[src/rtl/shift_normalizer.sv]
// Iterative normalizer: shifts one bit per clock until the first set bit reaches
// the MSB (left) or LSB (right), reporting the normalized word and shift count.
module shift_normalizer #(
  parameter int WIDTH = 8,
  parameter int CNT_W = 3
) (
  input  logic             Clock,
  input  logic             Reset,
  input  logic             Start,
  input  logic             Direction,
  input  logic [WIDTH-1:0] Data_In,
  output logic             Busy,
  output logic             Done,
  output logic [WIDTH-1:0] Data_Out,
  output logic [CNT_W-1:0] Shift_Count,
  output logic             Zero
);

  // state   | meaning
  // IDLE    | waiting for Start
  // SHIFT   | shifting working register toward the target end
  // DONE_ST | one-cycle result-valid pulse
  localparam logic [1:0] IDLE    = 2'd0;
  localparam logic [1:0] SHIFT   = 2'd1;
  localparam logic [1:0] DONE_ST = 2'd2;

  localparam logic [CNT_W-1:0] CNT_ONE = {{(CNT_W-1){1'b0}}, 1'b1};

  logic [1:0]       state;
  logic [WIDTH-1:0] work;
  logic [CNT_W-1:0] count;
  logic             dir;
  logic             target_bit;

  assign target_bit = dir ? work[0] : work[WIDTH-1];

  always_ff @(posedge Clock) begin
    if (Reset) begin
      state       <= IDLE;
      work        <= '0;
      count       <= '0;
      dir         <= 1'b0;
      Data_Out    <= '0;
      Shift_Count <= '0;
      Zero        <= 1'b0;
    end else begin
      case (state)
        IDLE: begin
          if (Start) begin
            work  <= Data_In;
            dir   <= Direction;
            count <= '0;
            if (Data_In == '0) begin
              state       <= DONE_ST;
              Data_Out    <= '0;
              Shift_Count <= '0;
              Zero        <= 1'b1;
            end else begin
              state <= SHIFT;
            end
          end
        end
        SHIFT: begin
          if (target_bit) begin
            state       <= DONE_ST;
            Data_Out    <= work;
            Shift_Count <= count;
            Zero        <= 1'b0;
          end else begin
            // Logical shift; a nonzero operand terminates before count can wrap.
            work  <= dir ? (work >> 1) : (work << 1);
            count <= count + CNT_ONE;
          end
        end
        DONE_ST: state <= IDLE;
        default: state <= IDLE;
      endcase
    end
  end

  assign Busy = (state != IDLE);
  assign Done = (state == DONE_ST);

endmodule

[config.mk]
export PLATFORM = sky130hd
export DESIGN_NAME = shift_normalizer
export DESIGN_NICKNAME = d
export VERILOG_FILES = /design/src/rtl/shift_normalizer.sv
export SDC_FILE = /design/constraint.sdc
export NUM_CORES = 1
export LEC_CHECK = 0
export CAP_MARGIN = 0
export CORE_ASPECT_RATIO = 1.4
export CORE_MARGIN = 5
export CORE_UTILIZATION = 51
export DETAILED_ROUTE_END_ITERATION = 7
export PLACE_DENSITY = 0.79
export SYNTH_ARGS = -nofsm -noshare
export SYNTH_HDL_FRONTEND = slang
export SYNTH_SLANG_ARGS = --single-unit
[constraint.sdc]
create_clock -name Clock -period 2.18 [get_ports Clock]
set_input_delay 0.545 -clock Clock [delete_from_list [all_inputs] [get_ports Clock]]
set_output_delay 0.545 -clock Clock [all_outputs]
set_load 0.03 [all_outputs]
==> flow_summary.rst, run 1 <==
.. list-table::
   :header-rows: 1

   * - Metric
     - Value
   * - Reg clk slew, reported paths
     - 0.14 ns
   * - Final Skew
     - roughly 0.0028 ns
   * - Max-slew violation total from the final report
     - 0
   * - Run status
     - completed
   * - Slew @ Worst Pin
     - just under 0.8 ns
   * - FF-to-FF path depth
     - 4
   * - Avg Synthesized Cell Area
     - ~8.5 um2
   * - Post-CTS Repair Setup Buffers
     - 0
   * - TritonCTS clock tree
     - done
   * - Quantity of I/O buffers inserted on ports
     - 25
   * - Post-synthesis compound-gate area fraction
     - a little under a third
   * - Number of placed I/O pins
     - 26
   * - Post-layout total power
     - 1.03 mW
   * - Post-detailed-placement half-perimeter wirelength
     - 2550 um
   * - Number of vias per cell
     - approximately 6.0
   * - Fin crit share
     - 90.6%
   * - Slew headroom
     - 48.5%
   * - Number of instances in the synthesized netlist
     - 160
   * - Yosys reg bits
     - 26
   * - Most frequent standard cell in the layout excluding fill and tap cells
     - sky130_fd_sc_hd__o211ai_1
   * - Fin nets
     - 200
   * - Maximum clock path buffer count
     - 2
   * - Count of unique library cells instantiated by Yosys
     - 32
   * - Power per unit of standard cell area
     - around 590 mW/mm2
   * - Capturing element type of the critical path
     - flip-flop
   * - Total global routing overflow
     - 0
   * - Critical setup path kind
     - input pin to flip-flop
   * - Simple-gate share of the synthesized area
     - 15.6%
   * - Sum of negative setup slack
     - 0 ns
   * - Post-route antenna net violation count
     - 0
   * - Max-cap violation count
     - 0
   * - Launching instance or port of the critical path
     - Data_In[4]
   * - Most area-consuming cells after synthesis
     - sky130_fd_sc_hd__dfxtp_1 38%, sky130_fd_sc_hd__o211ai_1 15%, sky130_fd_sc_hd__nand3_1 4.4%
   * - Pin count of the biggest net entering global routing
     - 24
   * - Leakage power
     - 0.592 nW
   * - Residual DRC
     - 0
   * - Startpoint kind of the worst setup timing path
     - input pin
   * - Dominant register cell in the synthesized netlist
     - sky130_fd_sc_hd__dfxtp_1
   * - Number of endpoints failing setup at the final stage
     - 0
   * - Source-to-sink clock delay at the later pin of the worst-skew pair
     - 0.32 ns
   * - Wirelength, routed
     - approximately 3400 um
   * - Longest individual stage delay on the worst path
     - 0.56 ns
   * - Number of antenna violations at the first check in global routing
     - 0
   * - Critical Path AT
     - 2.24 ns
   * - Starting DRT DRC Count
     - 44
   * - Weighted congestion at the end of routability-driven global placement
     - 0.931
   * - Share of synthesized area occupied by flip-flops and latches
     - 38.1%
   * - Minimum clock period after layout
     - approximately 2.0 ns
   * - Largest delay contributor family on the critical path
     - simple AND/OR/NAND/NOR gates
   * - Dominant cell type by area after synthesis
     - sky130_fd_sc_hd__dfxtp_1
   * - Reg-to-Reg Start
     - state[1]
   * - Capturing element of the worst setup path
     - state[1]
   * - Critical Path, Cell by Cell
     - clkdlybuf4s50_1 > or4_1 > or4_4 > a211oi_2
   * - Global-route wire length before repair
     - approximately 5700 um
   * - Adder and majority gate portion of the synthesized area
     - less than 1%
   * - Setup repair after global routing missed its margin
     - no
   * - Number of antenna repair diodes
     - 0
   * - Fin. Hold Viols
     - 0
   * - Slack of the worst reg-to-reg path
     - 0.44 ns
   * - Dominant combinational cell family by area after synthesis
     - compound AO/OA/AOI/OAI gates
   * - FP Rows
     - 22
   * - Count of synthesis-stage warnings from yosys
     - 0
   * - Syn-to-layout area delta
     - 27.6%
   * - All-Layer GR Usage
     - 19.6%
   * - Relative contribution of combinational cells to total power
     - 24.1%
   * - Crit path buffers/inverters
     - 1
   * - Vias
     - ~1,300
   * - Die boundary height
     - 71.2 um
   * - Die X-Extent
     - roughly 54 um
   * - Core box area
     - 0.00259 mm2
   * - FF-to-FF End
     - count[2]
   * - Fraction of post-synthesis cell area in the top cell type by area
     - 38.1%
   * - Initial core utilization
     - 52.8%
   * - Maximum level of the CTS H-tree
     - 1
   * - Seq pwr share
     - 52.0%
   * - Clock sink count
     - 26
   * - Crit path max fanout
     - 2
   * - Xor and xnor area share after synthesis
     - 0%
   * - Number of global-route vias before repair
     - 1,296
   * - Die area
     - 0.00383 mm2
   * - Sw power
     - approximately 0.32 mW
   * - Path class of the lowest-slack min-delay path
     - flip-flop to flip-flop
   * - Proportion of synthesized area in mux cells
     - under 10%
   * - Worst IR drop on VDD
     - 0.394 mV
   * - Routed length per placed instance
     - 15.4 um
   * - Critical path depth
     - 4
   * - Number of buffers added by the clock tree synthesis step
     - 3
   * - Root buffer cell
     - sky130_fd_sc_hd__clkbuf_4
   * - Fraction of registers with async set or reset after synthesis
     - 0%
   * - Number of buffers added to fix hold violations after cts
     - 0
   * - Worst path slowest cell
     - sky130_fd_sc_hd__or4_1
   * - Fraction of layout cells with a size suffix above 1
     - 15.6%
   * - Synthesized cell area
     - 0.00137 mm2
   * - Clock share of power
     - 23.9%
   * - Number of synthesized flops with an enable pin
     - 0
   * - Synthesized net count
     - 173
   * - Fraction of power spent switching nets
     - 30.9%
   * - First-pass iteration count of the detailed router
     - 4
   * - Commonest cells after routing, fill and taps aside
     - 27 x sky130_fd_sc_hd__o211ai_1, 25 x sky130_fd_sc_hd__dfxtp_1, 23 x sky130_fd_sc_hd__clkdlybuf4s50_1, 14 x sky130_fd_sc_hd__buf_4, 13 x sky130_fd_sc_hd__inv_1
   * - Internal Pwr Total
     - 0.710 mW
   * - Worst path required time
     - 2.44 ns
   * - Max Clock Freq
     - 506 MHz
## flip-flops by register name (all words and copies together), names as in the netlist
name         flops
count            3
state            2
Data_Out         8
work             8
Zero             1
dir              1
Shift_Count      3
## kinds of logic (layout without fill, tap and decap cells)
kind of cell | Yosys count | after routing
buf+inv | 31 | 57
flops | 26 | 26
fa+ha+maj | 1 | 1
simple gates | 36 | 36
mux | 6 | 6
compound gates | 60 | 60
## worst reg2reg max path, delay by kind of cell, from the launching register on
kind / cells / cell delay, ns
AO/OA/AOI/OAI: 1 / 0.16
buffers and inverters: 1 / 0.16
flip-flops: 1 / 0.35
AND/OR/NAND/NOR: 2 / 1.01
## synthesized netlist by cell type (2+ instances only)
cell type / number
sky130_fd_sc_hd__a211oi_1: 6
sky130_fd_sc_hd__a21oi_1: 9
sky130_fd_sc_hd__a32oi_1: 4
sky130_fd_sc_hd__buf_2: 2
sky130_fd_sc_hd__clkbuf_1: 15
sky130_fd_sc_hd__dfxtp_1: 26
sky130_fd_sc_hd__inv_1: 13
sky130_fd_sc_hd__mux2_2: 5
sky130_fd_sc_hd__nand2_1: 6
sky130_fd_sc_hd__nand3_1: 12
sky130_fd_sc_hd__nor2b_1: 4
sky130_fd_sc_hd__nor3_1: 2
sky130_fd_sc_hd__o2111ai_1: 3
sky130_fd_sc_hd__o211ai_1: 27
sky130_fd_sc_hd__o21ai_0: 5
sky130_fd_sc_hd__o31ai_1: 3
sky130_fd_sc_hd__or4_1: 3
## per-layer routing
layer	up-vias	part of all wire [%]	global-route usage [%]	wire, um
li1	659	-	-	-
met1	630	42	23.7	1430
met2	39	52	32.2	1760
met3	4	4.7	2.29	160
met4	0	1.7	11.4	57
met5	-	0	0	0
## timing repair
item	in CTS	in global routing
pin swaps	0	0
setup endpoints to repair	1	2
gates resized for setup	1	2
cloned	0	0
## layout make-up
class | count | area, um2
inverters | 14 | 52.6
fillers | 246 | 846
clock buffers | 4 | 36.3
multi-input cells | 103 | 726
flip-flops and latches | 26 | 522
repair buffers | 39 | 360
well taps | 36 | 45.0
## power by group through the flow
stage / logic, mW / registers [mW] / clock network, mW
global placement: 0.240 / 0.542 / 0
global route: 0.268 / 0.539 / 0.273
finish: 0.248 / 0.534 / 0.245
floorplan: 0.154 / 0.541 / 0
detailed placement: 0.245 / 0.544 / 0
CTS: 0.246 / 0.534 / 0.252
## how the worst min path moves through the flow
| stage | start | to | slack, ns | cells after the start |
|---|---|---|---|---|
| 3_3_place_gp | count[2] | count[2] | 0.46 | 2 |
| 2_1_floorplan | count[2] | count[2] | 0.45 | 2 |
| 4_1_cts | count[2] | count[2] | 0.50 | 2 |
| 3_5_place_dp | count[2] | count[2] | 0.48 | 2 |
| 5_1_grt | count[2] | count[2] | 0.52 | 2 |
| 6_report | count[2] | count[2] | 0.50 | 2 |
## stage by stage
stage | hold slack, ns | std cells | utilization [%] | worst slack [ns] | area (um2)
final | 0.499 | 222 | 67.3 | 0.205 | 1740
after global routing | 0.520 | 222 | 67.3 | 0.176 | 1740
after CTS | 0.496 | 222 | 67.1 | 0.00759 | 1740
after detailed placement | 0.477 | 218 | 65.7 | -0.147 | 1700
after global placement | 0.460 | 218 | 65.7 | -0.0979 | 1700
after floorplan | 0.451 | 160 | - | 0.244 | 1370
Power figures use the tool's default switching activity.
==> run 2, diff against run 1 <==
--- a/config.mk
+++ b/config.mk
@@ -10,6 +10,7 @@
 export CORE_MARGIN = 5
 export CORE_UTILIZATION = 51
 export DETAILED_ROUTE_END_ITERATION = 7
+export HOLD_SLACK_MARGIN = 0.02
 export PLACE_DENSITY = 0.79
 export SYNTH_ARGS = -nofsm -noshare
 export SYNTH_HDL_FRONTEND = slang
==> results of run 2 <==
The final DEF is identical to that of run 1; final timing and power are the same.
==> run 3, diff against run 2 <==
--- a/config.mk
+++ b/config.mk
@@ -10,6 +10,7 @@
 export CORE_MARGIN = 5
 export CORE_UTILIZATION = 51
 export DETAILED_ROUTE_END_ITERATION = 7
+export GPL_TIMING_DRIVEN = 0
 export HOLD_SLACK_MARGIN = 0.02
 export PLACE_DENSITY = 0.79
 export SYNTH_ARGS = -nofsm -noshare
==> flow_summary.rst, run 3 (synthesis results as in run 1) <==
.. list-table::
   :header-rows: 1

   * - Metric
     - Value
   * - Slew headroom
     - 62.5%
   * - Maximum clock path buffer count
     - 2
   * - Global-route wire length before repair
     - approximately 5900 um
   * - Post-layout total power
     - 1.02 mW
   * - Share of the core filled with cells
     - about 65%
   * - Clock sink count
     - 26
   * - Quantity of I/O buffers inserted on ports
     - 25
   * - Setup repair after global routing missed its margin
     - no
   * - Critical Path AT
     - between 2 and 2.5 ns
   * - Leakage power
     - 0.533 nW
   * - Die area
     - between 0.003 and 0.004 mm2
   * - Post-place instance area
     - 0.00166 mm2
   * - Post-detailed-placement half-perimeter wirelength
     - 2610 um
   * - Largest registers ranked by flip-flop count
     - Data_Out: 8 flops, work: 8 flops
   * - Post-CTS Repair Setup Buffers
     - 0
   * - Vias
     - 1,368
   * - Critical Path, Cell by Cell
     - clkdlybuf4s50_1 > or4_1 > buf_2 > or4_4 > a211oi_2
   * - Max Clock Freq
     - 478 MHz
   * - Number of antenna repair diodes
     - 0
   * - Number of endpoints failing setup at the final stage
     - 0
   * - Worst IR drop on VDD
     - roughly 0.38 mV
   * - FF-to-FF End
     - work[2]
   * - Number of buffers added by the clock tree synthesis step
     - 3
   * - Weighted congestion at the end of routability-driven global placement
     - 0.911
   * - Reg-to-Reg Start
     - dir
   * - Crit path max fanout
     - 5
   * - Number of placed I/O pins
     - 26
   * - FF-to-FF path depth
     - 4
   * - Startpoint kind of the worst setup timing path
     - input pin
   * - Critical setup path kind
     - input pin to flip-flop
   * - Number of vias per cell
     - 6.13
   * - Root buffer cell
     - sky130_fd_sc_hd__clkbuf_4
   * - Core box area
     - 0.00259 mm2
   * - Residual DRC
     - 0
   * - Max-cap violation count
     - 0
   * - Wirelength, routed
     - approximately 3400 um
   * - Routed length per placed instance
     - 15.1 um
   * - Starting DRT DRC Count
     - 54
   * - Syn-to-layout area delta
     - 24.0%
   * - Slew @ Worst Pin
     - 0.560 ns
   * - Pin count of the biggest net entering global routing
     - 15
   * - Post-route antenna net violation count
     - 0
   * - Largest delay contributor family on the critical path
     - simple AND/OR/NAND/NOR gates
   * - Power per unit of standard cell area
     - 602 mW/mm2
   * - FP Rows
     - 22
   * - Fin. Hold Viols
     - 0
   * - Number of global-route vias before repair
     - 1,326
   * - Most frequent standard cell in the layout excluding fill and tap cells
     - sky130_fd_sc_hd__o211ai_1
   * - Fraction of layout cells with a size suffix above 1
     - around a tenth
   * - Fin crit share
     - 96.0%
   * - Slack of the worst reg-to-reg path
     - 0.54 ns
   * - Final Skew
     - approximately 0.0017 ns
   * - Capturing element type of the critical path
     - flip-flop
   * - Endpoint with the worst hold slack
     - count[2]
   * - Total global routing overflow
     - 0
   * - All-Layer GR Usage
     - 19.3%
   * - Initial core utilization
     - 52.8%
   * - Reg clk slew, reported paths
     - ~0.14 ns
   * - Longest individual stage delay on the worst path
     - 0.51 ns
   * - First-pass iteration count of the detailed router
     - 4
   * - Max-slew violation total from the final report
     - 0
   * - Die boundary height
     - 71.2 um
   * - Number of antenna violations at the first check in global routing
     - 0
   * - Launch point of the worst hold path
     - count[2]
   * - Die X-Extent
     - 53.7 um
   * - Maximum level of the CTS H-tree
     - 1
   * - Worst path slowest cell
     - sky130_fd_sc_hd__or4_1
   * - Source-to-sink clock delay at the later pin of the worst-skew pair
     - 0.32 ns
   * - Minimum clock period after layout
     - roughly 2.1 ns
   * - Cell area after layout
     - 0.00169 mm2
   * - TritonCTS clock tree
     - done
   * - Hold Path Depth
     - 2
   * - Fin nets
     - 201
   * - Run status
     - completed
   * - Worst path required time
     - 2.43 ns
   * - Worst-case hold slack
     - 0.495 ns
   * - Crit path buffers/inverters
     - 2
   * - Path class of the lowest-slack min-delay path
     - flip-flop to flip-flop
   * - Commonest cells after routing, fill and taps aside
     - 27 x sky130_fd_sc_hd__o211ai_1, 24 x sky130_fd_sc_hd__dfxtp_1, 23 x sky130_fd_sc_hd__clkdlybuf4s50_1, 13 x sky130_fd_sc_hd__clkbuf_1, 13 x sky130_fd_sc_hd__inv_1
-- run 3: report_power, final --
group / switching (mW) / internal [mW]
Clock: 0.144 / 0.102
Combinational: 0.143 / 0.0921
Sequential: 0.0339 / 0.503
Total: 0.321 / 0.698
-- run 3: worst max path at each step --
stage / start / endpoint / cells after the start / slack (ns)
final: Data_In[4] / state[1] / 5 / 0.09
after detailed placement: Data_In[4] / state[1] / 5 / -0.26
after global routing: Data_In[4] / state[1] / 5 / 0.02
after global placement: Data_In[4] / state[1] / 5 / -0.24
after floorplan: Data_In[4] / state[1] / 4 / 0.24
after CTS: state[0] / Busy / 2 / 0.01
-- run 3: repair_timing --
item | in CTS | in global routing
gates resized for setup | 3 | 1
endpoints found under the hold margin | 0 | 0
setup endpoints to repair | 2 | 1
hold buffers | 0 | 0
-- run 3: tightest hold or removal path: cells and delay by family (launching register included) --
kind           cells  cell delay, ns
flip-flops         1            0.35
AO/OA/AOI/OAI      2            0.12
-- run 3: per-layer routing --
metal  wire length (um)  vias to the layer above  global-route usage, %
li1                   -                      662                      -
met1               1400                      632                   24.7
met2               1710                       66                   32.6
met3                211                        8                   2.49
met4                 50                        0                   5.97
met5                  0                        -                      0
-- run 3: cell type report --
class | instances | area [um2]
fill | 248 | 895
multi-input combinational | 103 | 726
tap | 36 | 45.0
buffer | 15 | 58.8
clock buffer | 4 | 36.3
timing repair buffer | 25 | 251
inverter | 14 | 52.6
sequential | 26 | 523
-- run 3: stage by stage --
stage | worst slack (ns) | std cells | TNS (ns)
floorplan | 0.244 | 160 | 0
global placement | -0.238 | 221 | -1.64
detailed placement | -0.260 | 221 | -2.09
CTS | 0.0120 | 223 | 0
global route | 0.0239 | 223 | 0
finish | 0.0867 | 223 | 0
